**src/rtl/regfile_param_if.sv**
```systemverilog
// Decode/writeback <-> register file bus: two read ports, issue port, writeback port.
// master = pipeline side, slave = regfile_param.
interface regfile_param_if #(
    parameter int DATA_W = 32,
    parameter int ADDR_W = 5
);
    logic [ADDR_W-1:0] rs1;
    logic [ADDR_W-1:0] rs2;
    logic [DATA_W-1:0] Rd1;
    logic [DATA_W-1:0] Rd2;
    logic              Busy1;
    logic              Busy2;
    logic              Issue_Valid;
    logic [ADDR_W-1:0] Issue_rd;
    logic              Write_Enable;
    logic [ADDR_W-1:0] rd;
    logic [DATA_W-1:0] Write_Data;
    logic              Pending_Any;

    modport master (
        output rs1, rs2, Issue_Valid, Issue_rd, Write_Enable, rd, Write_Data,
        input  Rd1, Rd2, Busy1, Busy2, Pending_Any
    );

    modport slave (
        input  rs1, rs2, Issue_Valid, Issue_rd, Write_Enable, rd, Write_Data,
        output Rd1, Rd2, Busy1, Busy2, Pending_Any
    );
endinterface

```
**src/rtl/regfile_param.sv**
```systemverilog
// Parametrised register file (x0 hardwired to zero) with a per-register pending-write scoreboard.
// Optional write-through forwarding enabled by defining REGFILE_BYPASS_EN.
module regfile_param #(
    parameter int DATA_W   = 32,
    parameter int NUM_REGS = 32,
    parameter int ADDR_W   = $clog2(NUM_REGS)
) (
    input logic          Clk,
    input logic          Rst,
    regfile_param_if.slave bus
);

    logic [DATA_W-1:0]   regs_q [1:NUM_REGS-1];
    logic [DATA_W-1:0]   regs_d [1:NUM_REGS-1];
    logic [NUM_REGS-1:1] pend_q;
    logic [NUM_REGS-1:1] pend_d;

    logic                wr_en;
    logic [DATA_W-1:0]   rd1_c;
    logic [DATA_W-1:0]   rd2_c;
    logic                busy1_c;
    logic                busy2_c;

    assign wr_en = bus.Write_Enable && (bus.rd != '0);

    // Issue wins over writeback on the same register: the newer producer is still outstanding.
    always_comb begin
        for (int r = 1; r < NUM_REGS; r++) begin
            regs_d[r] = regs_q[r];
            pend_d[r] = pend_q[r];
            if (wr_en && (bus.rd == ADDR_W'(r))) begin
                regs_d[r] = bus.Write_Data;
                pend_d[r] = 1'b0;
            end
            if (bus.Issue_Valid && (bus.Issue_rd == ADDR_W'(r))) begin
                pend_d[r] = 1'b1;
            end
        end
    end

    always_ff @(posedge Clk or posedge Rst) begin
        if (Rst) begin
            for (int r = 1; r < NUM_REGS; r++) begin
                regs_q[r] <= '0;
            end
            pend_q <= '0;
        end else begin
            for (int r = 1; r < NUM_REGS; r++) begin
                regs_q[r] <= regs_d[r];
            end
            pend_q <= pend_d;
        end
    end

    always_comb begin
        rd1_c   = '0;
        rd2_c   = '0;
        busy1_c = 1'b0;
        busy2_c = 1'b0;
        for (int r = 1; r < NUM_REGS; r++) begin
            if (bus.rs1 == ADDR_W'(r)) begin
                rd1_c   = regs_q[r];
                busy1_c = pend_q[r];
            end
            if (bus.rs2 == ADDR_W'(r)) begin
                rd2_c   = regs_q[r];
                busy2_c = pend_q[r];
            end
        end
`ifdef REGFILE_BYPASS_EN
        // Forward the in-flight writeback; held off during reset so outputs stay zero.
        if (!Rst && wr_en && (bus.rs1 == bus.rd)) begin
            rd1_c   = bus.Write_Data;
            busy1_c = 1'b0;
        end
        if (!Rst && wr_en && (bus.rs2 == bus.rd)) begin
            rd2_c   = bus.Write_Data;
            busy2_c = 1'b0;
        end
`endif
    end

    assign bus.Rd1         = rd1_c;
    assign bus.Rd2         = rd2_c;
    assign bus.Busy1       = busy1_c;
    assign bus.Busy2       = busy2_c;
    assign bus.Pending_Any = |pend_q;

endmodule

```
**src/flat_wrapper.sv**
```systemverilog
// flat-port wrapper written by rule: the top's interface ports become plain ports
module regfile_param_flat 
#(
    parameter int DATA_W   = 32,
    parameter int NUM_REGS = 32,
    parameter int ADDR_W   = $clog2(NUM_REGS)
)
  (Clk, Rst, bus_rs1, bus_rs2, bus_Issue_Valid, bus_Issue_rd, bus_Write_Enable, bus_rd, bus_Write_Data, bus_Rd1, bus_Rd2, bus_Busy1, bus_Busy2, bus_Pending_Any);
  regfile_param_if #(.DATA_W(DATA_W), .ADDR_W(ADDR_W)) bus_i ();
  input logic Clk;
  input logic Rst;
  input wire logic [$bits(bus_i.rs1)-1:0] bus_rs1;
  input wire logic [$bits(bus_i.rs2)-1:0] bus_rs2;
  input wire logic [$bits(bus_i.Issue_Valid)-1:0] bus_Issue_Valid;
  input wire logic [$bits(bus_i.Issue_rd)-1:0] bus_Issue_rd;
  input wire logic [$bits(bus_i.Write_Enable)-1:0] bus_Write_Enable;
  input wire logic [$bits(bus_i.rd)-1:0] bus_rd;
  input wire logic [$bits(bus_i.Write_Data)-1:0] bus_Write_Data;
  output wire logic [$bits(bus_i.Rd1)-1:0] bus_Rd1;
  output wire logic [$bits(bus_i.Rd2)-1:0] bus_Rd2;
  output wire logic [$bits(bus_i.Busy1)-1:0] bus_Busy1;
  output wire logic [$bits(bus_i.Busy2)-1:0] bus_Busy2;
  output wire logic [$bits(bus_i.Pending_Any)-1:0] bus_Pending_Any;
  assign bus_i.rs1 = bus_rs1;
  assign bus_i.rs2 = bus_rs2;
  assign bus_i.Issue_Valid = bus_Issue_Valid;
  assign bus_i.Issue_rd = bus_Issue_rd;
  assign bus_i.Write_Enable = bus_Write_Enable;
  assign bus_i.rd = bus_rd;
  assign bus_i.Write_Data = bus_Write_Data;
  assign bus_Rd1 = bus_i.Rd1;
  assign bus_Rd2 = bus_i.Rd2;
  assign bus_Busy1 = bus_i.Busy1;
  assign bus_Busy2 = bus_i.Busy2;
  assign bus_Pending_Any = bus_i.Pending_Any;
  regfile_param #(.DATA_W(DATA_W), .NUM_REGS(NUM_REGS), .ADDR_W(ADDR_W)) u_core (.Clk(Clk), .Rst(Rst), .bus(bus_i));
endmodule
```
**config.mk**
```make
export PLATFORM = sky130hd
export DESIGN_NAME = regfile_param_flat
export DESIGN_NICKNAME = d
export VERILOG_FILES = /design/src/rtl/regfile_param_if.sv /design/src/rtl/regfile_param.sv /design/src/flat_wrapper.sv
export SDC_FILE = /design/constraint.sdc
export NUM_CORES = 2
export LEC_CHECK = 0
export ABC_AREA = 0
export CAP_MARGIN = 20
export CORE_ASPECT_RATIO = 1.5
export CORE_UTILIZATION = 50
export DETAILED_ROUTE_END_ITERATION = 7
export PLACE_DENSITY = 0.81
export SETUP_SLACK_MARGIN = 0.3
export SYNTH_ARGS = -nofsm -noshare
export SYNTH_HDL_FRONTEND = slang
export SYNTH_SLANG_ARGS = --single-unit
```
**constraint.sdc**
```tcl
create_clock -name Clk -period 32.6 [get_ports Clk]
set_input_delay 4.89 -clock Clk [delete_from_list [all_inputs] [get_ports Clk]]
set_output_delay 4.89 -clock Clk [all_outputs]
set_load 0.02 [all_outputs]
```
==> flow_results.org <==
** Status
- Status :: finished with violations
- The checks that failed: design-rule violations, max-capacitance violations, max-slew violations.

** Synth
- In the synthesized netlist, the cells that appear most often are sky130_fd_sc_hd__mux2_2 (1059), sky130_fd_sc_hd__dfrtp_1 (1023), sky130_fd_sc_hd__o21ai_0 (449).
- Of the post-synthesis cell area, the dominant cell type holds 0.4489.
- Net Count, Synth :: 5479
- The share of the Yosys chip area taken by registers is 0.4489.
- Primary FF master, synth :: sky130_fd_sc_hd__dfrtp_1
- Yosys printed 0 warnings.
- Yosys attributes the largest share of cell area to sky130_fd_sc_hd__dfrtp_1 (45%), sky130_fd_sc_hd__mux2_2 (21%), sky130_fd_sc_hd__o21ai_0 (3.9%), sky130_fd_sc_hd__a21oi_1 (2.6%), sky130_fd_sc_hd__o22ai_1 (2.4%).
- Post-synth design cell area :: 57030 µm²
- For this run, asynchronously set or reset flops after synthesis account for 1.000.
- Yosys instantiated no cell more often than sky130_fd_sc_hd__mux2_2.
- Each instance of the synthesized netlist takes up on average 10.52 µm².
- Distinct cells, synth :: between 100 and 150
- Gate count of the mapped netlist :: between 5000 and 6000
- Counting flops and latches in the post-synthesis netlist gives 1023.
- In this run, synthesis inferred 0 flip-flops with an integrated enable.
- Post-synthesis cell type with the largest combined area :: sky130_fd_sc_hd__dfrtp_1

** Worst setup path
- CP endpoint kind :: primary output
- Walking the worst path, the cells encountered are buf_4 -> buf_12 -> or2_1 -> buf_4 -> nor2_1 -> nand2_1 -> o22ai_1 -> a211oi_1 -> o21ai_0 -> a31oi_1 -> clkdlybuf4s50_1.
- Critical path class :: input port to primary output
- Most used cell along the critical path :: sky130_fd_sc_hd__buf_4
- Top cell family by delay on the critical path :: buffers and inverters
- Along the worst path, the maximum fanout reaches between 90 and 100.
- Crit-path slowest cell :: sky130_fd_sc_hd__a31oi_1
- On the worst path, the slowest cell contributes a delay of 1020 ps.
- Worst EP required :: 27710 ps
- The number of buffers and inverters on the critical path is 4.
- Arrival time worst endpoint :: 10350 ps
- Kind of start point of the critical path :: input port

** Global route
- First-pass GRT wire length :: 390.8 mm
- Number of antenna violations at the first check in global routing :: 28
- Entering global routing, the biggest net connects between 150 and 200 pins.
- The via count of the first global-routing pass was 52345.
- The total overflow left after global routing is 0.
- Global-route usage over all layers :: 0.4706

** Placed design
- # port buffers :: between 100 and 150
- Placed insts :: 6675
- Placed Instance Area :: 59440 µm²
- Placer's final routability congestion estimate :: 1.088
- Detail Placement HPWL :: 183.2 mm

** Clock tree
- After clock tree synthesis, the clock-pin slew on the worst setup and hold paths is 60 ps.
- Buffers added to address setup during post-CTS repair amount to 0.
- The number of hold buffers added after CTS was 0.
- The H-tree generated during clock tree synthesis spans 3 levels.
- Post-CTS repair changed the size of 0 cells.
- TritonCTS built the clock tree.
- For this design, the sink count on the clock tree is 1023.
- Buffer levels on the longest clock path :: 3
- Number of buffers created by CTS :: 98
- The tree is rooted in a sky130_fd_sc_hd__clkbuf_16.
- Clock network latency to the later pin of the worst-skew pair :: 740 ps

** Route
- Total wire length :: 276.4 mm
- Using the TritonRoute via totals, the vias-per-cell ratio works out to 7.831.
- After detailed routing, the number of remaining DRC violations is 39.
- Dividing the detail-routed wire length by the instance count gives 40.08 µm.
- The count of nets left with antenna violations once routing finished came out at 0.
- Drt first pass iters :: 8
- Starting DRC count in detailed routing :: approximately 10000
- Via count :: 53998

** Job
- The tool flagged a number of max-cap violations equal to 1.

** Power
- Leak Pwr :: 0.02672 µW
- Ratio of total power to cell area :: around 60 nW/µm²
- IR analysis of the VDD net gives a maximum drop of 0.00004246 V.

** Floorplanning
- The die is between 400 and 500 µm tall.
- The die covers 115400 µm².
- 123 I/O pins were placed.
- The core region is around 110000 µm².
- The die is 277.8 µm wide.
- Row generation in the floorplan step produced roughly 150 rows.
- Initial standard-cell utilization of the core :: 0.5048

** Min path
- Hold WC Path Type :: flip-flop to flip-flop

** Timing
- Max Slew Vio Count :: 2
- # setup viols final :: 0
- Hold_ws :: a little over 500 ps
- Slew @ Worst Pin :: 1502 ps
- The hold violation count in the final report is 0.
- Setup repair after global routing missed its margin :: no
- Dividing the final minimum period by the clock period gives 0.4676.
- Fmax achieved :: ~0.066 GHz
- Worst clock skew :: 0 ps
- Measured against its own limit, the worst slew margin works out to -0.005810.
- Minimum clock period after layout :: between 15000 and 20000 ps
- Summed negative setup slack over all endpoints :: 0 ps

** Layout
- Post-layout net count :: 5399
- Area growth from synthesis to final layout :: 11.09%
- The finished cells cover between 60000 and 70000 µm².
- Of the cells placed in the final design, the portion with a size suffix greater than 1 is 0.2912.
- Once layout is complete, the utilization of the core stands at 0.5608.
- Fin cells :: 6895
==> cell families after synthesis <==
logic type | count (synthesis) | share of synthesized area
xor gates and xnor gates | 1 | 0.0001536
and+or+nand+nor | 987 | 0.08409
muxes | 1132 | 0.2234
AOI/OAI and AO/OA | 1723 | 0.1983
buffers and inverters | 557 | 0.04517
DFF | 1023 | 0.4489
==> layer usage <==
layer / part of all wire / up-vias / global-route usage
met5: 0.00088 / - / 0.0004203
met4: 0.11 / 28 / 0.4016
met2: 0.41 / 5511 / 0.6676
met3: 0.15 / 1889 / 0.2085
li1: - / 20373 / -
met1: 0.32 / 26197 / 0.5395
==> worst paths after layout <==
check | startpoint | to | slack [ps] | cells past startpoint
setup reg to reg | u_core.pend_q[29] | u_core.pend_q[29] | 31580 | 2
setup / recovery | bus_rs2[1] | bus_Rd2[5] | 17360 | 11
hold reg to reg | u_core.regs_q[807] | u_core.regs_q[807] | 510 | 1
hold / removal | u_core.regs_q[807] | u_core.regs_q[807] | 510 | 1
min in group asynchronous | Rst | u_core.regs_q[55] | 4490 | 2
max in group asynchronous | Rst | u_core.regs_q[931] | 24990 | 5
==> state kept, by name, indices dropped and copies added (netlist names) <==
register and flops:
u_core.regs_q 992, u_core.pend_q 31
==> cell usage in the layout, fill, tap and decap left out, drive strengths merged, types with 109 or more instances in the layout <==
cell,n
clkbuf,142
a221oi,111
o22ai,220
mux2,1059
a21oi,303
dfrtp,1023
nor2,316
o21ai,487
a22oi,119
clkdlybuf4s50,109
buf,237
nand2,329
==> area by class of cell <==
| cell class | instances | area [µm²] |
|---|---|---|
| diodes | 17 | 42.54 |
| clock buffers | 140 | 2863 |
| clock inverters | 42 | 609.3 |
| fillers | 9688 | 49630 |
| inverters | 28 | 110.1 |
| multi-input cells | 3843 | 29030 |
| flip-flops and latches | 1023 | 25600 |
| well taps | 1453 | 1818 |
| repair buffers | 349 | 3286 |
==> report_power, final <==
| group | leakage [µW] | switching [µW] | internal, µW |
|---|---|---|---|
| clock network | 0.00169 | 551 | 716 |
| logic | 0.0120 | 389 | 322 |
| registers | 0.0130 | 269 | 1520 |
| total | 0.0267 | 1210 | 2560 |
==> metrics by stage <==
stage	worst slack (ps)	power, µW
2_1_floorplan	13610	2150
3_3_place_gp	18130	2421
3_5_place_dp	18100	2455
4_1_cts	18080	3694
5_1_grt	17640	3845
6_report	17360	3768
No activity file was read; power rests on OpenSTA's default activity.
